==> src/rtl/aclint_timer_if.sv <==
// Request/response bus between the SoC AXI slave adapter and the ACLINT timer.
// One request per cycle is accepted; the response follows one cycle later.
interface aclint_timer_if;
  logic        i_req_valid;
  logic        o_req_ready;
  logic [15:0] i_req_addr;
  logic        i_req_write;
  logic [63:0] i_req_wdata;
  logic [7:0]  i_req_wstrb;
  logic        o_resp_valid;
  logic [63:0] o_resp_rdata;
  logic        o_resp_err;

  modport master (
    output i_req_valid, i_req_addr, i_req_write, i_req_wdata, i_req_wstrb,
    input  o_req_ready, o_resp_valid, o_resp_rdata, o_resp_err
  );

  modport slave (
    input  i_req_valid, i_req_addr, i_req_write, i_req_wdata, i_req_wstrb,
    output o_req_ready, o_resp_valid, o_resp_rdata, o_resp_err
  );
endinterface

==> src/rtl/aclint_timer.sv <==
// ACLINT core-local interruptor: MSWI, MTIMER and SSWI for cpu_total harts,
// with a tick prescaler, writable mtime, debug-halt freeze and unmapped-offset errors.
module aclint_timer #(
  parameter int          cpu_total     = 4,
  parameter logic [15:0] presc_default = 16'd0,
  parameter logic [63:0] mtimecmp_rst  = 64'hFFFF_FFFF_FFFF_FFFF
) (
  input  logic                 clk,
  input  logic                 nrst,
  aclint_timer_if.slave        bus,
  input  logic                 i_dbg_halt,
  output logic [63:0]          o_mtimer,
  output logic [cpu_total-1:0] o_msip,
  output logic [cpu_total-1:0] o_mtip,
  output logic [cpu_total-1:0] o_ssip
);

  // Byte-lane merge used by every 64-bit register write.
  function automatic logic [63:0] merge_bytes(input logic [63:0] old_val,
                                              input logic [63:0] new_val,
                                              input logic [7:0]  strb);
    logic [63:0] res;
    res = old_val;
    for (int b = 0; b < 8; b++) begin
      if (strb[b]) res[b*8 +: 8] = new_val[b*8 +: 8];
    end
    return res;
  endfunction

  logic [15:0] addr;
  logic [63:0] wdata;
  logic [7:0]  wstrb;
  logic        wr;
  logic        lo_wr, hi_wr;

  assign addr  = bus.i_req_addr;
  assign wdata = bus.i_req_wdata;
  assign wstrb = bus.i_req_wstrb;
  assign wr    = bus.i_req_valid & bus.i_req_write;
  assign lo_wr = |wstrb[3:0];
  assign hi_wr = |wstrb[7:4];

  // Windows are sized for the 32-hart maximum; anything outside them is an error.
  logic       sel_msip, sel_cmp, sel_ctrl, sel_mtime, sel_ssip, map_err;
  logic [3:0] pair_idx;
  logic [4:0] cmp_idx;

  assign sel_msip  = (addr[15:7] == 9'h000);
  assign sel_cmp   = (addr[15:8] == 8'h40);
  assign sel_ctrl  = (addr[15:3] == 13'h17FE);
  assign sel_mtime = (addr[15:3] == 13'h17FF);
  assign sel_ssip  = (addr[15:7] == 9'h180);
  assign map_err   = ~(sel_msip | sel_cmp | sel_ctrl | sel_mtime | sel_ssip);
  assign pair_idx  = addr[6:3];
  assign cmp_idx   = addr[7:3];

  logic unused_addr_bits;
  assign unused_addr_bits = &{1'b0, addr[2:0]};

  logic [cpu_total-1:0] msip_q, ssip_q;
  logic [63:0]          mtimecmp_q [cpu_total];
  logic [63:0]          mtime_q;
  logic                 en_q, halt_en_q;
  logic [15:0]          presc_q;
  logic [15:0]          cnt_q;

  logic [31:0] msip_pad, ssip_pad;
  assign msip_pad = 32'(msip_q);
  assign ssip_pad = 32'(ssip_q);

  // Read mux over current register values (read-before-write).
  logic [63:0] rd_data;
  always_comb begin
    rd_data = '0;
    if (sel_msip) begin
      rd_data = {31'b0, msip_pad[{pair_idx, 1'b1}], 31'b0, msip_pad[{pair_idx, 1'b0}]};
    end else if (sel_ssip) begin
      rd_data = {31'b0, ssip_pad[{pair_idx, 1'b1}], 31'b0, ssip_pad[{pair_idx, 1'b0}]};
    end else if (sel_cmp) begin
      for (int h = 0; h < cpu_total; h++) begin
        if (cmp_idx == 5'(h)) rd_data = mtimecmp_q[h];
      end
    end else if (sel_ctrl) begin
      rd_data = {32'b0, presc_q, 14'b0, halt_en_q, en_q};
    end else if (sel_mtime) begin
      rd_data = mtime_q;
    end
  end

  logic [cpu_total-1:0] msip_we, ssip_we, cmp_we, soft_wd;
  always_comb begin
    msip_we = '0;
    ssip_we = '0;
    cmp_we  = '0;
    soft_wd = '0;
    for (int h = 0; h < cpu_total; h++) begin
      msip_we[h] = wr & sel_msip & (pair_idx == 4'(h >> 1)) & ((h % 2 == 1) ? hi_wr : lo_wr);
      ssip_we[h] = wr & sel_ssip & (pair_idx == 4'(h >> 1)) & ((h % 2 == 1) ? hi_wr : lo_wr);
      cmp_we[h]  = wr & sel_cmp & (cmp_idx == 5'(h));
      soft_wd[h] = (h % 2 == 1) ? wdata[32] : wdata[0];
    end
  end

  // Tick generation: the counter only advances while the timer is not frozen.
  logic        freeze, tick, ctrl_we, presc_we, mtime_we;
  logic [63:0] mtime_tick, mtime_d;

  assign freeze     = ~en_q | (halt_en_q & i_dbg_halt);
  assign tick       = ~freeze & (cnt_q == presc_q);
  assign ctrl_we    = wr & sel_ctrl;
  assign presc_we   = ctrl_we & (|wstrb[3:2]);
  assign mtime_we   = wr & sel_mtime;
  assign mtime_tick = mtime_q + 64'(tick);
  assign mtime_d    = mtime_we ? merge_bytes(mtime_tick, wdata, wstrb) : mtime_tick;

  always_ff @(posedge clk or negedge nrst) begin
    if (!nrst) begin
      cnt_q     <= '0;
      mtime_q   <= '0;
      en_q      <= 1'b1;
      halt_en_q <= 1'b1;
      presc_q   <= presc_default;
    end else begin
      if (presc_we || tick) begin
        cnt_q <= '0;
      end else if (!freeze) begin
        cnt_q <= cnt_q + 16'd1;
      end
      mtime_q <= mtime_d;
      if (ctrl_we && wstrb[0]) begin
        en_q      <= wdata[0];
        halt_en_q <= wdata[1];
      end
      if (ctrl_we && wstrb[2]) presc_q[7:0]  <= wdata[23:16];
      if (ctrl_we && wstrb[3]) presc_q[15:8] <= wdata[31:24];
    end
  end

  // Per-hart state; mtip compares against the values held before this edge.
  always_ff @(posedge clk or negedge nrst) begin
    if (!nrst) begin
      msip_q <= '0;
      ssip_q <= '0;
      o_mtip <= '0;
      for (int h = 0; h < cpu_total; h++) mtimecmp_q[h] <= mtimecmp_rst;
    end else begin
      for (int h = 0; h < cpu_total; h++) begin
        if (msip_we[h]) msip_q[h] <= soft_wd[h];
        if (ssip_we[h]) ssip_q[h] <= soft_wd[h];
        if (cmp_we[h])  mtimecmp_q[h] <= merge_bytes(mtimecmp_q[h], wdata, wstrb);
        o_mtip[h] <= (mtime_q >= mtimecmp_q[h]);
      end
    end
  end

  // Response stage: one cycle after accept; dropped by reset.
  always_ff @(posedge clk or negedge nrst) begin
    if (!nrst) begin
      bus.o_resp_valid <= 1'b0;
      bus.o_resp_rdata <= '0;
      bus.o_resp_err   <= 1'b0;
    end else begin
      bus.o_resp_valid <= bus.i_req_valid;
      if (bus.i_req_valid) begin
        bus.o_resp_rdata <= rd_data;
        bus.o_resp_err   <= map_err;
      end
    end
  end

  assign bus.o_req_ready = 1'b1;
  assign o_mtimer        = mtime_q;
  assign o_msip          = msip_q;
  assign o_ssip          = ssip_q;

endmodule

==> src/flat_wrapper.sv <==
// flat-port wrapper written by rule: the top's interface ports become plain ports
module aclint_timer_flat 
#(
  parameter int          cpu_total     = 4,
  parameter logic [15:0] presc_default = 16'd0,
  parameter logic [63:0] mtimecmp_rst  = 64'hFFFF_FFFF_FFFF_FFFF
)
  (clk, nrst, i_dbg_halt, o_mtimer, o_msip, o_mtip, o_ssip, bus_i_req_valid, bus_i_req_addr, bus_i_req_write, bus_i_req_wdata, bus_i_req_wstrb, bus_o_req_ready, bus_o_resp_valid, bus_o_resp_rdata, bus_o_resp_err);
  aclint_timer_if bus_i ();
  input  logic clk;
  input  logic nrst;
  input  logic i_dbg_halt;
  output logic [63:0] o_mtimer;
  output logic [cpu_total-1:0] o_msip;
  output logic [cpu_total-1:0] o_mtip;
  output logic [cpu_total-1:0] o_ssip;
  input wire logic [$bits(bus_i.i_req_valid)-1:0] bus_i_req_valid;
  input wire logic [$bits(bus_i.i_req_addr)-1:0] bus_i_req_addr;
  input wire logic [$bits(bus_i.i_req_write)-1:0] bus_i_req_write;
  input wire logic [$bits(bus_i.i_req_wdata)-1:0] bus_i_req_wdata;
  input wire logic [$bits(bus_i.i_req_wstrb)-1:0] bus_i_req_wstrb;
  output wire logic [$bits(bus_i.o_req_ready)-1:0] bus_o_req_ready;
  output wire logic [$bits(bus_i.o_resp_valid)-1:0] bus_o_resp_valid;
  output wire logic [$bits(bus_i.o_resp_rdata)-1:0] bus_o_resp_rdata;
  output wire logic [$bits(bus_i.o_resp_err)-1:0] bus_o_resp_err;
  assign bus_i.i_req_valid = bus_i_req_valid;
  assign bus_i.i_req_addr = bus_i_req_addr;
  assign bus_i.i_req_write = bus_i_req_write;
  assign bus_i.i_req_wdata = bus_i_req_wdata;
  assign bus_i.i_req_wstrb = bus_i_req_wstrb;
  assign bus_o_req_ready = bus_i.o_req_ready;
  assign bus_o_resp_valid = bus_i.o_resp_valid;
  assign bus_o_resp_rdata = bus_i.o_resp_rdata;
  assign bus_o_resp_err = bus_i.o_resp_err;
  aclint_timer #(.cpu_total(cpu_total), .presc_default(presc_default), .mtimecmp_rst(mtimecmp_rst)) u_core (.clk(clk), .nrst(nrst), .bus(bus_i), .i_dbg_halt(i_dbg_halt), .o_mtimer(o_mtimer), .o_msip(o_msip), .o_mtip(o_mtip), .o_ssip(o_ssip));
endmodule
==> config.mk <==
export PLATFORM = sky130hd
export DESIGN_NAME = aclint_timer_flat
export DESIGN_NICKNAME = d
export VERILOG_FILES = /design/src/rtl/aclint_timer_if.sv /design/src/rtl/aclint_timer.sv /design/src/flat_wrapper.sv
export SDC_FILE = /design/constraint.sdc
export NUM_CORES = 1
export LEC_CHECK = 0
export CORE_UTILIZATION = 55
export CTS_CLUSTER_DIAMETER = 30
export DETAILED_ROUTE_END_ITERATION = 7
export PLACE_DENSITY = 0.77
export SETUP_SLACK_MARGIN = 0.3
export SLEW_MARGIN = 20
export SYNTH_ARGS = -nofsm -noshare
export SYNTH_HDL_FRONTEND = slang
export SYNTH_SLANG_ARGS = --single-unit
==> constraint.sdc <==
create_clock -name clk -period 8.1 [get_ports clk]
set_input_delay 1.215 -clock clk [delete_from_list [all_inputs] [get_ports clk]]
set_output_delay 1.215 -clock clk [all_outputs]
set_load 0.01 [all_outputs]
# ---- Word level (Yosys, flattened, before mapping)
# Cells that the tools add are included.
dict set report classes {
  add_sub_neg 2
  order_cmp 6
  n_eq_ne 10
  mux 28
  n_bitwise 33
  n_reduce_logical 42
}
# operator n
set op_table {}
lappend op_table {{64-bit 2-to-1 mux} 10}
lappend op_table {{64-bit greater-or-equal comparator} 4}
lappend op_table {{64-bit by 1-bit adder with 64-bit output} 1}
lappend op_table {{8-bit 2-to-1 mux} 8}
lappend op_table {{2-bit AND reduction} 32}
lappend op_table {{16-bit 2-to-1 mux} 2}
lappend op_table {{13-bit equality test (second input constant)} 2}
lappend op_table {{1-bit bitwise AND} 25}
lappend op_table {{16-bit by 1-bit adder with 16-bit output (second input constant)} 1}
lappend op_table {{1-bit binary-select mux with 4-bit select} 4}
lappend op_table {{16-bit equality test} 1}
lappend op_table {{5-bit by 6-bit < comparator with 1-bit output (second input constant)} 2}
lappend op_table {{5-bit by 2-bit equality test with 1-bit output (second input constant)} 2}
lappend op_table {{9-bit equality test (second input constant)} 1}
lappend op_table {{9-bit logical NOT} 1}
lappend op_table {{8-bit by 7-bit equality test with 1-bit output (second input constant)} 1}
lappend op_table {{4-bit OR reduction} 2}
lappend op_table {{5-bit by 1-bit equality test with 1-bit output (second input constant)} 1}
lappend op_table {{5-bit logical NOT} 1}
lappend op_table {{1-bit bitwise OR} 5}
lappend op_table {{4-bit by 1-bit equality test with 1-bit output (second input constant)} 1}
lappend op_table {{4-bit logical NOT} 1}
lappend op_table {{1-bit 2-to-1 mux} 4}
lappend op_table {{1-bit logical AND} 3}
lappend op_table {{4 further kinds} 6}
dict set report word_totals {
  reg_bits 432
  inputBits 93
  output_inout_bits 143
  word_cells 171
}

# ---- Depth between registers and ports, before layout
dict set report logic_depth {
  ltp_word 8
  depth_mapped 13
  mapped_depth_nobuf 12
}

# ---- Worst setup path before layout
# No wires, ideal clock.
dict set report synth_path {
  path_kind {in2reg}
  startpoint {in i_dbg_halt}
  endpoint {reg u_core.mtime_q[39], in the netlist u_core.o_mtimer[39]}
  setup_ps 125
  arrival_ps 3573
  t_required_ps 7975
  setup_slack_ps 4403
  path_stages 10
  n_path_buf 0
  path_cell_list {a21boi_1 -> and3_1 -> ha_1 -> nand2_1 -> nor4_4 -> nand4_1 -> nor2_1 -> nand2_1 -> xnor2_1 -> mux2_2}
}
dict set report synth_via {
  elab_chain_cells 7
}
# element line_no
set synth_rtl {}
lappend synth_rtl {{start, declared} flat_wrapper.sv:12} ;# input logic i_dbg_halt;
lappend synth_rtl {{1-bit bitwise AND *} aclint_timer.sv:108} ;# assign freeze = ~en_q | (halt_en_q & i_dbg_halt);
lappend synth_rtl {{1-bit bitwise OR *} aclint_timer.sv:108}
lappend synth_rtl {{1-bit inverter *} aclint_timer.sv:109} ;# assign tick = ~freeze & (cnt_q == presc_q);
lappend synth_rtl {{1-bit bitwise AND *} aclint_timer.sv:109}
lappend synth_rtl {{64-bit by 1-bit adder with 64-bit output *} aclint_timer.sv:113} ;# assign mtime_tick = mtime_q + 64'(tick);
lappend synth_rtl {{8-bit 2-to-1 mux} aclint_timer.sv:25} ;# if (strb[b]) res[b*8 +: 8] = new_val[b*8 +: 8];
lappend synth_rtl {{64-bit 2-to-1 mux *} aclint_timer.sv:114} ;# assign mtime_d = mtime_we ? merge_bytes(mtime_tick, wdata, wstrb) : mtime_tick;
lappend synth_rtl {{named net u_core.mtime_d[39]} aclint_timer.sv:106} ;# logic [63:0] mtime_tick, mtime_d;
lappend synth_rtl {{end signal, assigned} aclint_timer.sv:129} ;# mtime_q <= mtime_d;
lappend synth_rtl {{end, declared} aclint_timer.sv:62} ;# logic [63:0] mtime_q;
# Mark *: on every way through the listed nets, which the timed path passes. The rest lies on a longest branch.
# A chain may end at the register's enable or synchronous reset.

# ---- Final worst setup path
# Same ends and word-level chain as after synthesis.

==> impl_results.md <==
* Outcome: finished clean
* HP Class: flip-flop to flip-flop
* Crit end category: flip-flop
* DP HPWL at 56,240 µm
* P_leak at 15.46 nW
* Worst Setup SP: i_dbg_halt
* Clock Latency Late Sink at 0.64 ns
* Crit path launch type: input port
* Reg2reg end: u_core.o_mtimer[39]
* Pin count of the biggest net entering global routing at 177
* Cts-stage hold buffer count at 0
* Nets at 3,216
* Clk buf depth at 3
* Slew @ Worst Pin at 1.182 ns
* Drt first-iter violations at 1,771
* Drt wl/cell at 22.95 µm
* Top delay family on crit path: simple AND/OR/NAND/NOR gates
* Area of the multi-input gates at 13,770 µm²
* I/O pin cnt at 236
* WHS Path Cells at 2
* RSZ-0062 raised after global routing: false
* Worst path cell trace: clkdlybuf4s50_1 -> a21boi_1 -> and3_1 -> ha_1 -> nand2_1 -> nor4_4 -> nand4_1 -> nor2_1 -> nand2_1 -> xnor2_1 -> mux2_2
* Register area at 11,130 µm²
* Row count at 80
* Setup tns final at 0 ns
* Most used DFF post-synth: dfstp_2
* Area Overhead vs Synth at 25.81%
* Synthesized area per cell at 10.17 µm²
* Die width at 221.4 µm
* Flop2flop setup slack at 3.59 ns
* Core Box Area at 47,650 µm²
* Post-synthesis cell type count at 70
* CP most frequent cell: nand2_1
* Pre-Repair DR Iteration Count at 5
* Post-synthesis sequential area ratio at 42.04%
* Setup Viol. Count Final at 0
* Period minus WS final at 4.990 ns
* Post-Layout Inst Area at 33,320 µm²
* Hold EP: u_core.mtimecmp_q[162]
* Worst R2R Start: u_core.en_q
* PortBufs at 231
* First-pass GRT wire length at 129,500 µm
* Die H at 221.4 µm
* Clock sink count at 432
* MaxCap Viol Count at 0
* # fillers at 3,419
* Final period util at 61.60%
* Crit Path Max Fanout at 8
* Initial Utilization at 55.58%
* Vias in the first global route at 23,070
* DR vias/cell at 6.172
* CTS tree: yes
* GRT met2 Usage at 55.67%
* Flops & latches, synth at 432
* GR peak layer: met2
* CP max stage cell: nand4_1
* CTS resizes at 0
* Most frequent cells in the layout: inv_1, ha_1, dfstp_2
* Cell Pwr Density at 213.5 nW/µm²
* Most common cell after layout, fill and taps aside: inv_1
* Layout cell share with drive strength beyond 1 at 23.55%
* Crit path largest cell delay at 0.72 ns
* DP Area at 29,310 µm²
* Via count at 22,050
* Peak supply drop at 0.1731 mV
* Worst path required time at 8.61 ns
* Routed Antenna Nets at 0
* Number of flops mapped to enable cells by yosys at 0
* Worst EP arrival at 5.50 ns
* Synth Cell Area at 26,480 µm²
* Global placement routability congestion at 0.9709
* Total Wirelength at 82,010 µm
* Clock-pin slew on the worst setup and hold paths at 0.04 ns
* Worst r2r path cells at 10
* Max Fclk at 0.2004 GHz
* Final hold violation count at 0
* Die area at 49,030 µm²
* Met3 Use GR at 6.945%
* Clk_skew at 0.01416 ns
* Gr usage total at 34.04%
* Post-CTS Setup Inserts at 0
* Syn nets at 2,957
* Critical path class: input port to flip-flop
* GRT Residual Overflow at 0
* Critical path buffers and inverters at 1
* Total CTS buffers at 107
* Initial antenna violation count at 2
* H-tree depth at 3
* Final Max Slew Viols at 0
* Synth warn at 0
* Hold_sp: u_core.mtimecmp_q[162]
* M1 GR Usage at 42.70%
* Headroom to the max-slew limit at 21.23%
* Clk root buf: clkbuf_16
* Asr flop ratio synth at 100.0%
* Synth Instances at 2,605
* DRC Markers at 0
[synth_stat cells, drive strengths merged, types with 63 or more instances]
cell type | count | area (µm²)
nand2 | 223 | 837.1
nor2 | 157 | 594.3
dfrtp | 174 | 4354
ha | 259 | 3241
a21oi | 143 | 715.7
inv | 325 | 1220
a21o | 63 | 473.0
nand4 | 66 | 434.2
clkbuf | 63 | 236.5
mux4 | 64 | 1441
o21ai | 159 | 795.8
mux2 | 161 | 1813
dfstp | 258 | 6779
o22ai | 63 | 394.1
[per-layer routing]
layer,wire [µm],vias to the layer above
li1,-,9772
met1,32580,10950
met2,39700,1050
met3,5916,277
met4,3810,0
met5,0,-
[worst register-to-register path: stages (launching register included)]
cell,delay (ns)
dfstp_2,0.55
a21boi_1,0.66
and3_1,0.38
ha_1,0.26
nand2_1,0.22
nor4_4,0.71
nand4_1,0.72
nor2_1,0.36
nand2_1,0.11
xnor2_1,0.15
mux2_2,0.27
[where the power goes]
| group | switching [mW] | internal, mW | leakage [nW] | total [mW] |
|---|---|---|---|---|
| logic | 0.142 | 0.0828 | 8.45 | 0.225 |
| clock network | 1.33 | 3.37 | 1.94 | 4.71 |
| registers | 0.00426 | 2.18 | 5.08 | 2.18 |
| total | 1.48 | 5.63 | 15.5 | 7.11 |
[sequential cells by signal (all words and copies together) (netlist names)]
register and count:
u_core.o_mtip 4, u_core.cnt_q 16, u_core.halt_en_q 1, u_core.o_ssip 4, u_core.o_msip 4, u_core.bus.o_resp_valid 1, u_core.mtimecmp_q 256, u_core.bus.o_resp_err 1
u_core.o_mtimer 64, u_core.en_q 1, u_core.presc_q 16, u_core.bus.o_resp_rdata 64
[per-stage QoR]
step / util [%] / hold slack [ns] / cells / power (mW) / setup slack (ns)
floorplan: - / 0.4828 / 2605 / 2.277 / 4.403
global placement: 61.52 / 0.4951 / 3370 / 2.426 / 2.767
global route: 69.91 / 0.5303 / 3571 / 7.275 / 2.994
detailed placement: 61.52 / 0.5047 / 3370 / 2.430 / 2.633
CTS: 69.89 / 0.5148 / 3571 / 7.132 / 3.239
finish: 69.92 / 0.5140 / 3573 / 7.112 / 3.110
[cell families (layout without fill, tap and decap cells)]
family / after synthesis / after routing / synth area share (%)
multiplexers: 246 / 246 / 13.08
AND/OR/NAND/NOR: 616 / 616 / 11.20
buffers and inverters: 420 / 771 / 6.081
adder cells (fa/ha/maj): 259 / 259 / 12.24
XOR/XNOR: 94 / 94 / 3.109
AO/OA/AOI/OAI: 537 / 537 / 12.23
other: 1 / 3 / 0.01416
flip-flops: 432 / 432 / 42.04
[area by class of cell]
| class | count | share of cell area [%] |
|---|---|---|
| antenna | 2 | 0.01502 |
| timing repair buffer | 245 | 7.290 |
| inverter | 325 | 3.662 |
| multi-input combinational | 1753 | 41.34 |
| sequential | 432 | 33.42 |
| clock buffer | 144 | 9.156 |
| clock inverter | 57 | 2.809 |
| tap | 615 | 2.310 |
[how the worst max path moves through the flow]
stage	cells after the start	endpoint	slack [ns]
after global placement	11	u_core.o_mtimer[39]	2.77
after global routing	11	u_core.o_mtimer[39]	2.99
final	11	u_core.o_mtimer[39]	3.11
after floorplan	10	u_core.o_mtimer[39]	4.40
after detailed placement	11	u_core.o_mtimer[39]	2.63
after CTS	11	u_core.o_mtimer[39]	3.24
Note: power is estimated with default switching activity, not from simulation.
